[config.mk]
export PLATFORM = sky130hd
export DESIGN_NAME = serial_negate_flat
export DESIGN_NICKNAME = d
export VERILOG_FILES = /design/src/rtl/serial_negate_if.sv /design/src/rtl/serial_negate.sv /design/src/flat_wrapper.sv
export SDC_FILE = /design/constraint.sdc
export NUM_CORES = 1
export LEC_CHECK = 0
export CORE_ASPECT_RATIO = 0.75
export CORE_MARGIN = 2
export CORE_UTILIZATION = 50
export CTS_BUF_LIST = sky130_fd_sc_hd__clkbuf_4 sky130_fd_sc_hd__clkbuf_8
export DETAILED_ROUTE_END_ITERATION = 10
export PLACE_DENSITY_LB_ADDON = 0.05
export SETUP_SLACK_MARGIN = 0.2
export SYNTH_ARGS = -nofsm -noshare
export SYNTH_HDL_FRONTEND = slang
export SYNTH_SLANG_ARGS = --single-unit
[constraint.sdc]
create_clock -name clk -period 2.7 [get_ports clk]
set_clock_uncertainty 0.05 [all_clocks]
set_input_delay 0.54 -clock clk [delete_from_list [all_inputs] [get_ports clk]]
set_output_delay 0.54 -clock clk [all_outputs]
set_load 0.005 [all_outputs]
[src/rtl/serial_negate_if.sv]
// Operand/result handshake bundle for the bit-serial negation unit.
// The master side supplies operands and consumes results; the slave side is the unit.
interface serial_negate_if #(
  parameter int size = 16
);
  logic            in_valid;
  logic            in_ready;
  logic [size-1:0] a;
  logic            out_valid;
  logic            out_ready;
  logic [size-1:0] r;
  logic            busy;

  modport master (
    output in_valid, a, out_ready,
    input  in_ready, out_valid, r, busy
  );

  modport slave (
    input  in_valid, a, out_ready,
    output in_ready, out_valid, r, busy
  );
endinterface

[src/rtl/serial_negate.sv]
// Bit-serial two's-complement negation: copy bits up to the first 1, invert the rest.
// Optional overflow flag (operand is the most negative value) enabled by SERIAL_NEGATE_OVF_EN.
module serial_negate #(
  parameter int size = 16
) (
  input  logic                clk,
  input  logic                rst,
  serial_negate_if.slave      bus
`ifdef SERIAL_NEGATE_OVF_EN
  ,
  output logic                ovf
`endif
);

  localparam int cw = $clog2(size);
  localparam logic [cw-1:0] last = cw'(size - 1);

  localparam logic [1:0] IDLE  = 2'd0;
  localparam logic [1:0] SHIFT = 2'd1;
  localparam logic [1:0] DONE  = 2'd2;

  logic [1:0]      state;
  logic [size-1:0] sreg;
  logic [size-1:0] r_q;
  logic [cw-1:0]   cnt;
  logic            seen_one;
  logic            out_bit;

  // The operand drains out of bit 0 while the result fills in from the top,
  // so after size shifts the same register holds -a in natural order.
  assign out_bit = seen_one ? ~sreg[0] : sreg[0];

  // NOTE: sequential state uses non-blocking assignments so every register
  // samples pre-edge values; blocking here would chain sreg/seen_one/r_q.
  always_ff @(posedge clk) begin
    if (rst) begin
      state    <= IDLE;
      sreg     <= '0;
      r_q      <= '0;
      cnt      <= '0;
      seen_one <= 1'b0;
    end else begin
      case (state)
        IDLE: begin
          if (bus.in_valid) begin
            sreg     <= bus.a;
            cnt      <= '0;
            seen_one <= 1'b0;
            state    <= SHIFT;
          end
        end
        SHIFT: begin
          sreg     <= {out_bit, sreg[size-1:1]};
          seen_one <= seen_one | sreg[0];
          cnt      <= cnt + cw'(1);
          if (cnt == last) begin
            r_q   <= {out_bit, sreg[size-1:1]};
            state <= DONE;
          end
        end
        DONE: begin
          if (bus.out_ready) state <= IDLE;
        end
        default: state <= IDLE;
      endcase
    end
  end

`ifdef SERIAL_NEGATE_OVF_EN
  // Last bit is 1 with no earlier 1: the operand is 100...0, which negates to itself.
  always_ff @(posedge clk) begin
    if (rst) begin
      ovf <= 1'b0;
    end else if (state == SHIFT && cnt == last) begin
      ovf <= sreg[0] & ~seen_one;
    end else if (state == DONE && bus.out_ready) begin
      ovf <= 1'b0;
    end
  end
`endif

  assign bus.in_ready  = (state == IDLE);
  assign bus.out_valid = (state == DONE);
  assign bus.busy      = (state != IDLE);
  assign bus.r         = r_q;

endmodule

[src/flat_wrapper.sv]
// flat-port wrapper written by rule: the top's interface ports become plain ports
module serial_negate_flat 
#(
  parameter int size = 16
)
  (clk, rst, bus_in_valid, bus_a, bus_out_ready, bus_in_ready, bus_out_valid, bus_r, bus_busy);
  serial_negate_if #(.size(size)) bus_i ();
  input  logic clk;
  input  logic rst;
  input wire logic [$bits(bus_i.in_valid)-1:0] bus_in_valid;
  input wire logic [$bits(bus_i.a)-1:0] bus_a;
  input wire logic [$bits(bus_i.out_ready)-1:0] bus_out_ready;
  output wire logic [$bits(bus_i.in_ready)-1:0] bus_in_ready;
  output wire logic [$bits(bus_i.out_valid)-1:0] bus_out_valid;
  output wire logic [$bits(bus_i.r)-1:0] bus_r;
  output wire logic [$bits(bus_i.busy)-1:0] bus_busy;
  assign bus_i.in_valid = bus_in_valid;
  assign bus_i.a = bus_a;
  assign bus_i.out_ready = bus_out_ready;
  assign bus_in_ready = bus_i.in_ready;
  assign bus_out_valid = bus_i.out_valid;
  assign bus_r = bus_i.r;
  assign bus_busy = bus_i.busy;
  serial_negate #(.size(size)) u_core (.clk(clk), .rst(rst), .bus(bus_i));
endmodule
==> metrics.yaml, run 1 <==
floorplanning:
  core_area_mm2: 0.003685
  rows: 19
  io_pins: 39
  start_util_pct: 52.50
  die-area_mm2: 0.004387
  die_width_um: 75.82
  die_h_um: 57.87
worst_setup_path:
  crit_type: "reg2out"
  crit_buf_inv: 2
  slowest_stage: "clkdlybuf4s50_1"
  crit_required_ns: 2.11
  rrSetupSlack_ns: 0.78
  cpLargestDelayFamily: "buffers and inverters"
  start_kind: "flip-flop"
  critical_path.endpoint_type: "output port"
  r2r-end: "u_core.bus.r[12]$_SDFFE_PP0P_"
  crit_chain: "or2_2, inv_1, clkdlybuf4s50_1"
  max_stage_delay_ns: 0.49
  r2r_cells: 4
  worstReg2RegStart: "u_core.state[0]$_SDFFE_PP0P_"
  worstPathArrival_ns: 1.59
  path_max_fanout: 13
sta:
  relSlewSlack_pct: 58.83
  tightest_slew_ns: 0.6175
  setup_tns_ns: 0
  max_freq_mhz: 459.4
  setup_violations: 0
  setup_slack_ns: 0.5231
  rsz0062_at_grt: "no"
  final_hold_viol_count: 0
  final_max_slew_viol_count: 0
  fin_crit_sh_pct: 80.63
  fin_crit_ns: 2.177
global_route:
  grt_usage_pct: 21.43
  grt-ovfl-total: 0
  grt_first_pass_wirelength_um: 7155
  grt_max_degree: 40
  antenna_found_initial: 0
  grt_pass1_vias: 1576
placed_design:
  pre_cts_ws_ns: 0.5135
  io_buffers: 38
  globalplace.congestion: 0.7964
  placed_area_mm2: 0.002267
  dp_hpwl_um: 2911
synth:
  synth_area_mm2: 0.001934
  ys_types: 33
  synth_top_area_cell: "dfxtp_1"
  synthArstFlopShare_pct: 0
  ys_seq_area_share_pct: 40.36
  synth.avg_cell_area_um2: 8.914
  yosysMostFrequentCell: "dfxtp_1"
  synth_nets: 239
  yosysWarningCount: 0
  synthTopCellsByArea: "dfxtp_1, or3b_1, a21oi_1, nor3_2, nand3_1"
  synth_ff_type: "dfxtp_1"
  netlist_instances: 217
  synth_edf_count: 0
  yosysTopAreaCellShare_pct: 40.36
  ys_ff_latch: 39
  netlist_top_cells_count: "dfxtp_1, a21oi_1, nand3_1, nor2_1"
hold_path:
  hold_end: "u_core.bus.r[1]$_SDFFE_PP0P_"
  hp-start: "u_core.bus.r[1]$_SDFFE_PP0P_"
  holdPathStages: 2
  hp-class: "reg2reg"
cells_and_area:
  fillCellCount: 310
  seq_area_um2: 780.7
  diodes: 0
  finalNetCount: 269
  final_layout_size_suffix_gt1_share_pct: 14.11
  fin_area_mm2: 0.002356
  utilization_pct: 63.94
  area_growth_syn_to_layout_pct: 21.80
  multiInputGateArea_mm2: 0.001003
cts:
  cts_resized: 0
  clockBufferDepth: 2
  clock-sinks: 39
  clk_pin_slew_ns: 0.08
  numCtsBuffers: 5
  clock_latency_ns: 0.29
  cts_tree: "built"
  postCtsSetupBuffers: 0
  cts_hold_buf: 0
  h-tree-depth: 2
  cts_root_buf: "clkbuf_8"
routing:
  drc: 0
  antenna_left: 0
  wl_per_cell_um: 13.97
  dr.pass1.iters: 4
  wirelength_um: 4192
  vias_per_cell: 5.543
  drt_iter0_drc: 71
  vias: 1663
job:
  drv_cap: 0
power_and_ir_drop:
  p_leak_uw: 0.0008314
  p_per_area_mw_per_mm2: 502.9
  vdd_drop_max_uv: 290.7
run_status:
  status: "completed"
## routing by layer
metal | track usage (%) | up-vias | routed length [um]
met5 | 0 | - | 0
met4 | 6.266 | 0 | 58
met3 | 5.391 | 8 | 188
met2 | 34.73 | 44 | 2002
met1 | 28.18 | 793 | 1943
li1 | - | 818 | -
## worst reg2reg max path, delay by kind of cell, from the launching register on
family / cells / cell delay (ns)
simple gates: 2 / 0.71
flops: 1 / 0.53
buf+inv: 1 / 0.36
compound gates: 1 / 0.18
## worst max-delay path by stage
stage,cells past startpoint,endpoint,startpoint
floorplan,3,bus_in_ready,u_core.state[0]$_SDFFE_PP0P_
global placement,4,u_core.sreg[14]$_SDFFE_PP0P_,bus_in_valid
detailed placement,4,u_core.sreg[12]$_SDFFE_PP0P_,bus_in_valid
CTS,3,bus_in_ready,u_core.state[0]$_SDFFE_PP0P_
global route,3,bus_in_ready,u_core.state[0]$_SDFFE_PP0P_
finish,3,bus_in_ready,u_core.state[0]$_SDFFE_PP0P_
## layout make-up
cell class,instances,share of cell area (%)
clock buffer,7,3.558
clock inverter,1,0.2124
inverter,4,0.6373
multi-input combinational,156,42.59
sequential,39,33.14
tap,52,2.762
timing repair buffer,41,17.10
## cells in the final DEF, fill, tap and decap left out, types with 3 or more instances in the layout
cell,Yosys,final
clkdlybuf4s50_1,0,38
dfxtp_1,39,39
clkbuf_8,0,5
inv_1,4,4
nand3_1,19,19
nand2_1,4,4
o21ai_0,16,16
nand2b_1,8,8
or2b_1,8,8
nor3_2,10,10
a21oi_2,10,10
or3b_1,16,16
a21oi_1,23,23
buf_4,2,3
nor2_1,19,19
nor3_1,5,5
## power by group
part | internal [uW] | total, uW | switching (uW)
Combinational | 85.7 | 167 | 81.7
Sequential | 600 | 622 | 21.8
Clock | 201 | 395 | 194
Total | 888 | 1180 | 297
## sequential cells by signal, indices dropped and copies added, names as in the netlist
signal           cells
u_core.bus.r        16
u_core.cnt           4
u_core.seen_one      1
u_core.sreg         16
u_core.state         2
## stage by stage
| stage | hold WS (ns) | instances | total power (uW) |
|---|---|---|---|
| 3_5_place_dp | 0.4151 | 292 | 802.9 |
| 4_1_cts | 0.4253 | 300 | 1197 |
| 5_1_grt | 0.4507 | 300 | 1247 |
| 3_3_place_gp | 0.4122 | 292 | 795.4 |
| 6_report | 0.4284 | 300 | 1185 |
| 2_1_floorplan | 0.3912 | 217 | 757.6 |
## logic make-up after synthesis
group | Yosys count | synth area share [%]
AO/OA/AOI/OAI | 58 | 18.89
multiplexers | 1 | 0.5175
AND/OR/NAND/NOR | 95 | 31.18
adder cells (fa/ha/maj) | 2 | 1.293
buffers and inverters | 22 | 7.761
flip-flops | 39 | 40.36
Note: power is estimated with default switching activity, not from simulation.
==> run 2: changes to the inputs <==
- CORE_UTILIZATION: 50 -> 48
- clock period: 2.7 -> 1.8 ns (I/O delays scaled with it)
==> metrics.yaml, run 2 (synthesized netlist as in run 1, its figures left out) <==
cts:
  cts_resized: 5
  h-tree-depth: 2
  clk_pin_slew_ns: 0.07
  clock-sinks: 39
  clockBufferDepth: 2
  cts_hold_buf: 0
  postCtsSetupBuffers: 0
  numCtsBuffers: 5
  cts_tree: "built"
  cts_root_buf: "clkbuf_8"
  clock_latency_ns: 0.28
routing:
  drc: 0
  vias: 1638
  drt_iter0_drc: 83
  wl_per_cell_um: 13.74
  vias_per_cell: 5.370
  dr.pass1.iters: 4
  antenna_left: 0
  wirelength_um: 4190
placed_design:
  io_buffers: 38
  place_inst: 297
  globalplace.congestion: 0.7787
  dp_hpwl_um: 2850
cells_and_area:
  final_layout_size_suffix_gt1_share_pct: 17.00
  final_cell_mix: "dfxtp_1, clkdlybuf4s50_1, a21oi_1"
  finalNetCount: 274
  diodes: 0
  area_growth_syn_to_layout_pct: 25.29
  final_common_cell: "dfxtp_1"
  finalNonFillerCells: 305
global_route:
  grt_pass1_vias: 1521
  antenna_found_initial: 0
  grt_usage_pct: 20.30
  grt-ovfl-total: 0
  grt_first_pass_wirelength_um: 7203
  grt_max_degree: 41
power_and_ir_drop:
  p_leak_uw: 0.0008691
  p_per_area_mw_per_mm2: 734.7
  switchingPower_uw: 440.1
  power_frac_comb_pct: 14.7
  vdd_drop_max_uv: 559.6
  p_seq_share_pct: 52.3
  p_sw_share_pct: 24.71
  pwr-share-clk_pct: 33.0
  intPower_uw: 1341
sta:
  fin_crit_ns: 1.554
  setup_tns_ns: 0
  fin_crit_sh_pct: 86.31
  tightest_slew_ns: 0.3193
  rsz0062_at_grt: "yes"
  relSlewSlack_pct: 78.70
  max_freq_mhz: 643.7
  setup_violations: 0
  final_hold_viol_count: 0
  final_max_slew_viol_count: 0
hold_path:
  holdPathStages: 2
  hp-class: "reg2reg"
floorplanning:
  core_area_mm2: 0.003756
  rows: 19
  io_pins: 39
  die-area_mm2: 0.004559
  die_width_um: 77.30
  die_h_um: 58.98
  start_util_pct: 51.50
worst_setup_path:
  path_max_fanout: 3
  worstPathArrival_ns: 1.14
  start_kind: "flip-flop"
  crit_type: "reg2out"
  critical_path.endpoint_type: "output port"
  crit_chain: "or2_2, inv_1, clkdlybuf4s15_1"
  slowest_stage: "dfxtp_2"
  r2r_cells: 4
  crit_buf_inv: 2
  max_stage_delay_ns: 0.32
  cpLargestDelayFamily: "flip-flops"
  path_depth: 3
  crit_required_ns: 1.39
job:
  drv_cap: 0
run_status:
  status: "completed"
-- run 2: cell types whose count changed in the layout (fill, tap and decap cells not counted), sizes merged --
cell	previous run	this run
buf	3	8
clkdlybuf4s15	0	2
dlygate4sd2	0	1
clkdlybuf4s50	38	35
-- run 2: metrics by stage --
step	power (uW)	setup WS (ns)	hold WS [ns]	util (%)	instance area, um2
6_report	1781	0.2464	0.4293	64.52	2424
3_3_place_gp	1206	0.05623	0.4077	61.69	2317
3_5_place_dp	1212	0.02444	0.4182	61.69	2317
5_1_grt	1880	0.1952	0.4616	64.52	2424
2_1_floorplan	1136	0.4307	0.3912	-	1934
4_1_cts	1800	0.2010	0.4291	64.19	2411
-- run 2: metal layers --
metal / global-route usage (%) / share of wire [%] / up-vias
li1: - / - / 828
met5: 0 / 0 / -
met1: 25.12 / 45 / 770
met2: 35.90 / 50 / 38
met3: 4.268 / 4.7 / 2
met4: 6.888 / 0.55 / 0
-- run 2: worst paths after layout --
path	start	to	slack [ns]
max	u_core.state[1]$_SDFFE_PP0P_	bus_in_ready	0.25
min	u_core.bus.r[7]$_SDFFE_PP0P_	u_core.bus.r[7]$_SDFFE_PP0P_	0.43
max reg2reg	u_core.state[1]$_SDFFE_PP0P_	u_core.cnt[3]$_SDFFE_PP0P_	0.31
min reg2reg	u_core.bus.r[7]$_SDFFE_PP0P_	u_core.bus.r[7]$_SDFFE_PP0P_	0.43
-- run 2: layout make-up --
| class | instances | area (um2) |
|---|---|---|
| fill | 347 | 1333 |
| multi-input combinational | 156 | 1016 |
| sequential | 39 | 783.3 |
| timing repair buffer | 46 | 455.4 |
| clock buffer | 7 | 83.83 |
| tap | 52 | 65.06 |
| inverter | 4 | 15.01 |
| clock inverter | 1 | 5.005 |
-- run 2: worst reg2reg max path, delay by kind of cell (launching register included) --
kind | cells | cell delay [ns]
AOI/OAI and AO/OA | 1 | 0.19
and+or+nand+nor | 2 | 0.65
DFF | 1 | 0.32
buffers and inverters | 1 | 0.22
-- run 2: power groups by stage --
stage / Combinational, uW / Clock (uW) / Sequential, uW
3_3_place_gp: 258 / 0 / 948
3_5_place_dp: 263 / 0 / 949
4_1_cts: 264 / 606 / 930
2_1_floorplan: 195 / 0 / 941
6_report: 262 / 587 / 931
5_1_grt: 289 / 654 / 936
==> run 3: changes to the inputs <==
- MAX_ROUTING_LAYER: default -> met4
==> metrics.yaml, run 3 (synthesized netlist as in run 1, its figures left out) <==
cts:
  cts_tree: "built"
  clock-sinks: 39
  numCtsBuffers: 5
  cts_root_buf: "clkbuf_8"
  clk_pin_slew_ns: 0.07
  clockBufferDepth: 2
  postCtsSetupBuffers: 0
  h-tree-depth: 2
  clock_latency_ns: 0.28
sta:
  final_hold_viol_count: 0
  setup_violations: 0
  final_max_slew_viol_count: 0
  setup_slack_ns: 0.2254
  max_freq_mhz: 635.1
  fin_hold_ws_ns: 0.4275
  fin_crit_ns: 1.575
  tightest_slew_ns: 0.3232
  setup_tns_ns: 0
  relSlewSlack_pct: 78.44
  rsz0062_at_grt: "yes"
  fin_crit_sh_pct: 87.48
placed_design:
  placed_area_mm2: 0.002317
  dp_hpwl_um: 2850
  pre_cts_ws_ns: 0.02444
  io_buffers: 38
  globalplace.congestion: 0.7895
job:
  drv_cap: 0
worst_setup_path:
  crit_type: "reg2out"
  start_kind: "flip-flop"
  critical_path.endpoint_type: "output port"
  crit_buf_inv: 1
  path_max_fanout: 2
  cpLargestDelayFamily: "buffers and inverters"
  max_stage_delay_ns: 0.52
  crit_chain: "clkdlybuf4s50_1"
  worstPathArrival_ns: 1.16
  crit_required_ns: 1.39
  slowest_stage: "clkdlybuf4s50_1"
run_status:
  status: "completed"
routing:
  antenna_left: 0
  drc: 0
  vias_per_cell: 5.374
  wl_per_cell_um: 13.79
  drt_iter0_drc: 82
  wirelength_um: 4207
  vias: 1639
  dr.pass1.iters: 4
cells_and_area:
  final_cell_mix: "dfxtp_1, clkdlybuf4s50_1, a21oi_1"
  final_layout_size_suffix_gt1_share_pct: 17.00
  finalNetCount: 274
  diodes: 0
  fin_area_mm2: 0.002424
  fillCellCount: 347
  multiInputGateArea_mm2: 0.001016
  final_common_cell: "dfxtp_1"
  seq_area_um2: 783.3
  area_growth_syn_to_layout_pct: 25.29
floorplanning:
  die-area_mm2: 0.004559
  die_width_um: 77.30
  rows: 19
  core_area_mm2: 0.003756
  die_h_um: 58.98
  start_util_pct: 51.50
  io_pins: 39
global_route:
  grt_usage_pct: 20.90
  grt-ovfl-total: 0
  antenna_found_initial: 0
  grt_first_pass_wirelength_um: 7196
  grt_max_degree: 41
  grt_pass1_vias: 1521
power_and_ir_drop:
  p_leak_uw: 0.0008691
  vdd_drop_max_uv: 564.1
  p_per_area_mw_per_mm2: 734.9
hold_path:
  hp-class: "reg2reg"
-- run 3: cell counts in the layout (fill, tap and decap cells not counted) --
Identical to the previous run, type by type.
-- run 3: power breakdown --
group	total (uW)	internal, uW	switching (uW)
Combinational	262	137	125
Clock	588	302	286
Sequential	932	901	30.4
-- run 3: area by class of cell --
| cell class | instances | area share [%] |
|---|---|---|
| clock inverter | 1 | 0.2065 |
| tap | 52 | 2.685 |
| timing repair buffer | 46 | 18.79 |
| sequential | 39 | 32.32 |
| clock buffer | 7 | 3.459 |
| inverter | 4 | 0.6195 |
| multi-input combinational | 156 | 41.92 |
-- run 3: path summary, 6_finish.rpt --
| path | start | end | slack [ns] | cells past startpoint |
|---|---|---|---|---|
| worst min-delay path | u_core.bus.r[7]$_SDFFE_PP0P_ | u_core.bus.r[7]$_SDFFE_PP0P_ | 0.43 | 2 |
| worst min register to register | u_core.bus.r[7]$_SDFFE_PP0P_ | u_core.bus.r[7]$_SDFFE_PP0P_ | 0.43 | 2 |
| worst max register to register | u_core.state[1]$_SDFFE_PP0P_ | u_core.cnt[3]$_SDFFE_PP0P_ | 0.32 | 4 |
| worst max-delay path | u_core.bus.r[0]$_SDFFE_PP0P_ | bus_r[0] | 0.23 | 1 |
-- run 3: repair_timing --
| item | CTS | global route |
|---|---|---|
| endpoints found under the setup margin | 18 | 4 |
| resized for setup | 5 | 5 |
| pin swaps | 0 | 0 |
| hold buffers | 0 | 0 |
| endpoints found under the hold margin | 0 | 0 |
| gates cloned | 0 | 0 |
-- run 3: metrics by stage --
stage          utilization (%)  cells  total power, uW
3_3_place_gp             61.69    297             1206
6_report                 64.52    305             1781
3_5_place_dp             61.69    297             1212
5_1_grt                  64.52    305             1880
4_1_cts                  64.19    305             1800
2_1_floorplan                -    217             1136
-- run 3: layer usage --
metal / up-vias / routed length, um / GRT usage (%) / part of all wire, %
li1: 828 / - / - / -
met3: 2 / 147 / 4.268 / 3.5
met4: 0 / 23 / 6.888 / 0.55
met5: - / 0 / - / 0
met1: 775 / 1913 / 25.21 / 45
met2: 34 / 2123 / 35.65 / 50
